`src/rtl/edge_row_reader.sv`:
```
// Sweeps one edge-cache row {to,from} for to = 0..MAX_NODES-1 and streams (to, weight) beats.
// Optional build macro EDGE_READER_SKIP_ABSENT_EN drops zero-weight and self-loop reads.
module edge_row_reader #(
  parameter int MAX_NODES   = 32,
  parameter int INDEX_WIDTH = 5,
  parameter int VALUE_WIDTH = 32
) (
  input  logic                       clock,
  input  logic                       reset_n,
  input  logic                       start,
  input  logic [INDEX_WIDTH-1:0]     from_node,
  output logic                       busy,
  output logic                       done,
  output logic [2*INDEX_WIDTH-1:0]   mem_address,
  input  logic [VALUE_WIDTH-1:0]     mem_edge_value,
  output logic                       out_valid,
  input  logic                       out_ready,
  output logic [INDEX_WIDTH-1:0]     out_to_node,
  output logic [VALUE_WIDTH-1:0]     out_weight
);

  typedef enum logic [1:0] {IDLE, ISSUE, DRAIN} state_t;

  localparam logic [INDEX_WIDTH:0] LAST_TO = (INDEX_WIDTH+1)'(MAX_NODES - 1);

  state_t                   state_q;
  logic [INDEX_WIDTH:0]     to_q;
  logic [INDEX_WIDTH-1:0]   from_q;
  logic                     busy_q;
  logic                     done_q;
  logic                     rd_vld_q;
  logic [INDEX_WIDTH-1:0]   rd_to_q;
  logic [1:0]               cnt_q;
  logic [INDEX_WIDTH-1:0]   slot0_to_q, slot1_to_q;
  logic [VALUE_WIDTH-1:0]   slot0_w_q, slot1_w_q;

  logic       pop;
  logic       push;
  logic [1:0] cnt_after_pop;
  logic [1:0] cnt_d;
  logic       issue;
  logic       drained;

  // Credit counts the FIFO after this cycle's pop plus the read whose data lands next edge,
  // so a full-rate stream keeps issuing while a stalled consumer never overflows the FIFO.
  always_comb begin
    pop           = (cnt_q != 2'd0) && out_ready;
`ifdef EDGE_READER_SKIP_ABSENT_EN
    push          = rd_vld_q && (mem_edge_value != '0) && (rd_to_q != from_q);
`else
    push          = rd_vld_q;
`endif
    cnt_after_pop = cnt_q - {1'b0, pop};
    cnt_d         = cnt_after_pop + {1'b0, push};
    issue         = (state_q == ISSUE) && ((cnt_after_pop + {1'b0, rd_vld_q}) < 2'd2);
    drained       = (state_q == DRAIN) && (cnt_d == 2'd0);
  end

  always_ff @(posedge clock or negedge reset_n) begin
    if (!reset_n) begin
      state_q  <= IDLE;
      to_q     <= '0;
      from_q   <= '0;
      busy_q   <= 1'b0;
      done_q   <= 1'b0;
      rd_vld_q <= 1'b0;
      rd_to_q  <= '0;
    end else begin
      done_q   <= 1'b0;
      rd_vld_q <= issue;
      if (issue) rd_to_q <= to_q[INDEX_WIDTH-1:0];
      case (state_q)
        IDLE: begin
          if (start) begin
            state_q <= ISSUE;
            from_q  <= from_node;
            to_q    <= '0;
            busy_q  <= 1'b1;
          end
        end
        ISSUE: begin
          if (issue) begin
            if (to_q == LAST_TO) state_q <= DRAIN;
            else                 to_q    <= to_q + 1'b1;
          end
        end
        DRAIN: begin
          if (drained) begin
            state_q <= IDLE;
            busy_q  <= 1'b0;
            done_q  <= 1'b1;
          end
        end
        default: state_q <= IDLE;
      endcase
    end
  end

  // Two-entry FIFO: slot0 is the head driving the outputs; a push lands behind what survives the pop.
  always_ff @(posedge clock or negedge reset_n) begin
    if (!reset_n) begin
      cnt_q      <= 2'd0;
      slot0_to_q <= '0;
      slot1_to_q <= '0;
      slot0_w_q  <= '0;
      slot1_w_q  <= '0;
    end else begin
      cnt_q <= cnt_d;
      if (pop) begin
        slot0_to_q <= slot1_to_q;
        slot0_w_q  <= slot1_w_q;
      end
      if (push) begin
        if (cnt_after_pop == 2'd0) begin
          slot0_to_q <= rd_to_q;
          slot0_w_q  <= mem_edge_value;
        end else begin
          slot1_to_q <= rd_to_q;
          slot1_w_q  <= mem_edge_value;
        end
      end
    end
  end

  assign busy        = busy_q;
  assign done        = done_q;
  assign mem_address = {to_q[INDEX_WIDTH-1:0], from_q};
  assign out_valid   = (cnt_q != 2'd0);
  assign out_to_node = slot0_to_q;
  assign out_weight  = slot0_w_q;

endmodule

```
`config.mk`:
```
export PLATFORM = sky130hd
export DESIGN_NAME = edge_row_reader
export DESIGN_NICKNAME = d
export VERILOG_FILES = /design/src/rtl/edge_row_reader.sv
export SDC_FILE = /design/constraint.sdc
export NUM_CORES = 1
export LEC_CHECK = 0
export ABC_AREA = 0
export ABC_CLOCK_PERIOD_IN_PS = 3250
export CORE_MARGIN = 4
export CORE_UTILIZATION = 51
export CTS_CLUSTER_DIAMETER = 100
export DETAILED_ROUTE_END_ITERATION = 10
export HOLD_SLACK_MARGIN = 0.1
export PLACE_DENSITY = 0.8
export SYNTH_ARGS = -nofsm -noshare
export SYNTH_HDL_FRONTEND = slang
export SYNTH_SLANG_ARGS = --single-unit
```
`constraint.sdc`:
```
create_clock -name clock -period 3.25 [get_ports clock]
set_clock_uncertainty 0.1 [all_clocks]
set_input_delay 0.4875 -clock clock [delete_from_list [all_inputs] [get_ports clock]]
set_output_delay 0.4875 -clock clock [all_outputs]
set_load 0.03 [all_outputs]
```
==> summary.md <==
| Metric | Value |
|---|---|
| Hold crit path type | `reg2reg` |
| DR WL/cell | `15.5 µm` |
| Top Family by Delay on Critical Path | `compound AO/OA/AOI/OAI gates` |
| Chip width | `98.7 µm` |
| Clock root cell | `clkbuf_8` |
| Antenna fix cells | `0` |
| Fin nets | `462` |
| Synth Area per Inst | `12.6 µm²` |
| Most frequent cell after synthesis | `dfrtp_1` |
| GRT Total Usage | `17.6%` |
| Ranking of synthesized cells by area | `dfrtp_1, mux2_2, mux2i_1` |
| RSZ-0062 raised after global routing | `false` |
| GP Congestion | `0.759` |
| Critical path class | `reg2reg` |
| First-pass GRT wire length | `13900 µm` |
| Layout area overhead | `28.5%` |
| Int Pwr | `3.87 mW` |
| Layout cells sized above 1 | `18.7%` |
| Worst-Skew Late Latency | `350 ps` |
| Post-DP Area | `0.00516 mm²` |
| Largest stage delay, worst path | `420 ps` |
| Crit-path cells | `or2_2 > nand2_2 > inv_1 > ha_1 > inv_1 > ha_1 > xor3_2 > a21oi_4 > a41oi_1 > a211oi_1` |
| R2r endpoint | `to_q[3]` |
| Initial core utilization | `53.4%` |
| Routed Antenna Nets | `0` |
| Setup bufs post-CTS | `0` |
| Largest net degree at the start of global routing | `53` |
| Standard-cell rows | `32` |
| CP endpoint kind | `register` |
| Final setup vio count | `0` |
| Combinational group share of total power | `52.3%` |
| # IOs | `91` |
| Synth Flop Type | `dfrtp_1` |
| Register share of total power | `34.4%` |
| DR pass1 iterations | `4` |
| Sw Pwr | `2.52 mW` |
| Syn_nets | `377` |
| Synth Warn # | `0` |
| CTS sink count | `97` |
| FILL cells | `616` |
| Setup WS pre-CTS | `454 ps` |
| Vias per cell | `5.31` |
| Max_cap viols | `0` |
| Worst-Margin Slew | `662 ps` |
| Final instance area | `0.00539 mm²` |
| CP max FO | `8` |
| Slowest cell on crit path | `dfrtp_1` |
| CP arrival | `2800 ps` |
| Core Box Area | `0.00785 mm²` |
| Hold-critical path depth | `1` |
| Slew Limit Fails | `0` |
| Post-synth top area cell | `dfrtp_1` |
| Buffers & Inverters on Critical Path | `2` |
| CP required | `3420 ps` |
| Status | `complete, no violations` |
| Register area share after synthesis | `57.9%` |
| DIE HEIGHT | `98.7 µm` |
| Worst hold slack | `413 ps` |
| EDFF count, synth | `0` |
| Clk network pwr share | `13.3%` |
| Initial DRC Count | `80` |
| Commonest cells in the netlist | `dfrtp_1, mux2_2, nor2_1` |
| Internal reg-to-reg setup slack | `610 ps` |
| Seq cells post-synth | `97` |
| Count of different cell masters after synthesis | `38` |
| Via count | `2788` |
| Switch share | `39.4%` |
| Rel. slew slack | `55.9%` |
| Congestion Overflow GR | `0` |
| Worst VDD drop | `0.000466 V` |
| Top cell type's share of synthesized area | `57.9%` |
| Reg2Reg Launch Point | `cnt_q[1]` |
| Final wirelength | `8120 µm` |
| Power Dens Cells | `1180 mW/mm²` |
| CTS tree | `built` |
| Hpwl dp | `5640 µm` |
| DIE AREA | `0.00974 mm²` |
| Worst Hold Launch | `to_q[5]` |
| Initial antenna violation count | `0` |
| Total negative slack | `0 ps` |
| Final hold viol count | `0` |
| Final min period | `2640 ps` |
| CTS Buf Count | `9` |
| # port buffers | `90` |
| Worst setup SP type | `register` |
| Clock Path Buffers | `2` |
| Hold Path End | `to_q[5]` |
| Synthesized netlist cell count | `333` |
| Async SR Flop Fraction | `100%` |
| Final Cycle Share | `81.1%` |
| Maximum clock rate | `0.379 GHz` |
| Setup ws final | `614 ps` |
| DRC Markers | `0` |
| Clock transition at path regs | `90 ps` |
| Leak pwr | `2.41 nW` |
| CTS H-tree lvls | `3` |
| Post-synthesis cell area | `0.00419 mm²` |
| Vias in the first global route | `2842` |
| Reg2Reg Depth | `10` |
==> layer usage <==
| metal | up-vias | track usage (%) | wire length (µm) |
|---|---|---|---|
| met3 | 6 | 6.30 | 548 |
| met1 | 1359 | 23.6 | 3710 |
| li1 | 1339 | - | - |
| met4 | 0 | 4.31 | 63 |
| met5 | - | 0 | 0 |
| met2 | 84 | 27.7 | 3800 |
==> stage by stage <==
stage               util, %  total power, mW  std cells
floorplan                 -             4.56        333
global placement       65.8             5.48        508
detailed placement     65.8             5.61        508
CTS                    68.7             6.45        525
global route           68.7             6.82        525
finish                 68.7             6.38        525
==> cell usage in the layout (no fill, tap or decap), drive strengths merged, types with 2 or more instances in the layout <==
cell | Yosys | routed
ha | 3 | 3
clkdlybuf4s50 | 0 | 89
nand2 | 5 | 5
bufinv | 0 | 2
mux2 | 47 | 47
a41oi | 3 | 3
clkinv | 0 | 2
o21ai | 3 | 3
nor2 | 41 | 41
buf | 16 | 7
nand2b | 4 | 4
nand4 | 2 | 2
mux2i | 37 | 37
dfrtp | 97 | 97
a21oi | 39 | 39
clkbuf | 7 | 9
clkinvlp | 0 | 2
a21boi | 2 | 2
nor3b | 3 | 3
a31oi | 2 | 2
inv | 7 | 8
==> power by group through the flow <==
stage / combinational, mW / sequential, mW / clock (mW)
CTS: 3.38 / 2.20 / 0.863
finish: 3.34 / 2.20 / 0.847
global placement: 3.29 / 2.19 / 0
global route: 3.62 / 2.28 / 0.920
detailed placement: 3.38 / 2.22 / 0
floorplan: 1.90 / 2.66 / 0
==> worst max-delay path by stage <==
stage / slack [ps] / to / from / cells past startpoint
3_3_place_gp: 520 / rd_to_q[0] / out_ready / 9
2_1_floorplan: 370 / rd_to_q[0] / cnt_q[1] / 12
6_report: 610 / to_q[3] / cnt_q[1] / 10
3_5_place_dp: 450 / rd_to_q[0] / out_ready / 9
5_1_grt: 480 / to_q[3] / cnt_q[1] / 10
4_1_cts: 610 / to_q[3] / cnt_q[1] / 10
==> flip-flops by register name (all words and copies together) (netlist names), 2 cells and up <==
register     flops
out_weight      32
slot1_w_q       32
to_q             6
from_q           5
out_to_node      5
rd_to_q          5
slot1_to_q       5
cnt_q            2
state_q          2
==> cells by family (layout without fill, tap and decap cells) <==
kind of cell | count (synthesis) | count (layout) | synth area share, %
xor+xnor | 2 | 2 | 0.806
flops | 97 | 97 | 57.9
buf+inv | 30 | 120 | 4.12
simple gates | 61 | 61 | 6.77
mux | 84 | 84 | 21.5
compound gates | 56 | 56 | 8.06
fa+ha+maj | 3 | 3 | 0.895
==> cell type report <==
type / instances / area [µm²] / share of cell area, %
clock buffer: 9 / 124 / 2.30
clock inverter: 7 / 93.8 / 1.74
inverter: 7 / 26.3 / 0.488
multi-input combinational: 206 / 1610 / 29.9
sequential: 97 / 2430 / 45.0
tap: 102 / 128 / 2.37
timing repair buffer: 97 / 978 / 18.2
==> what timing repair did <==
action | 4_1_cts | 5_1_grt
endpoints found under the hold margin | 51 | 0
hold buffers | 1 | 0
resized for setup | 0 | 0
(Power assumes the default switching activity.)
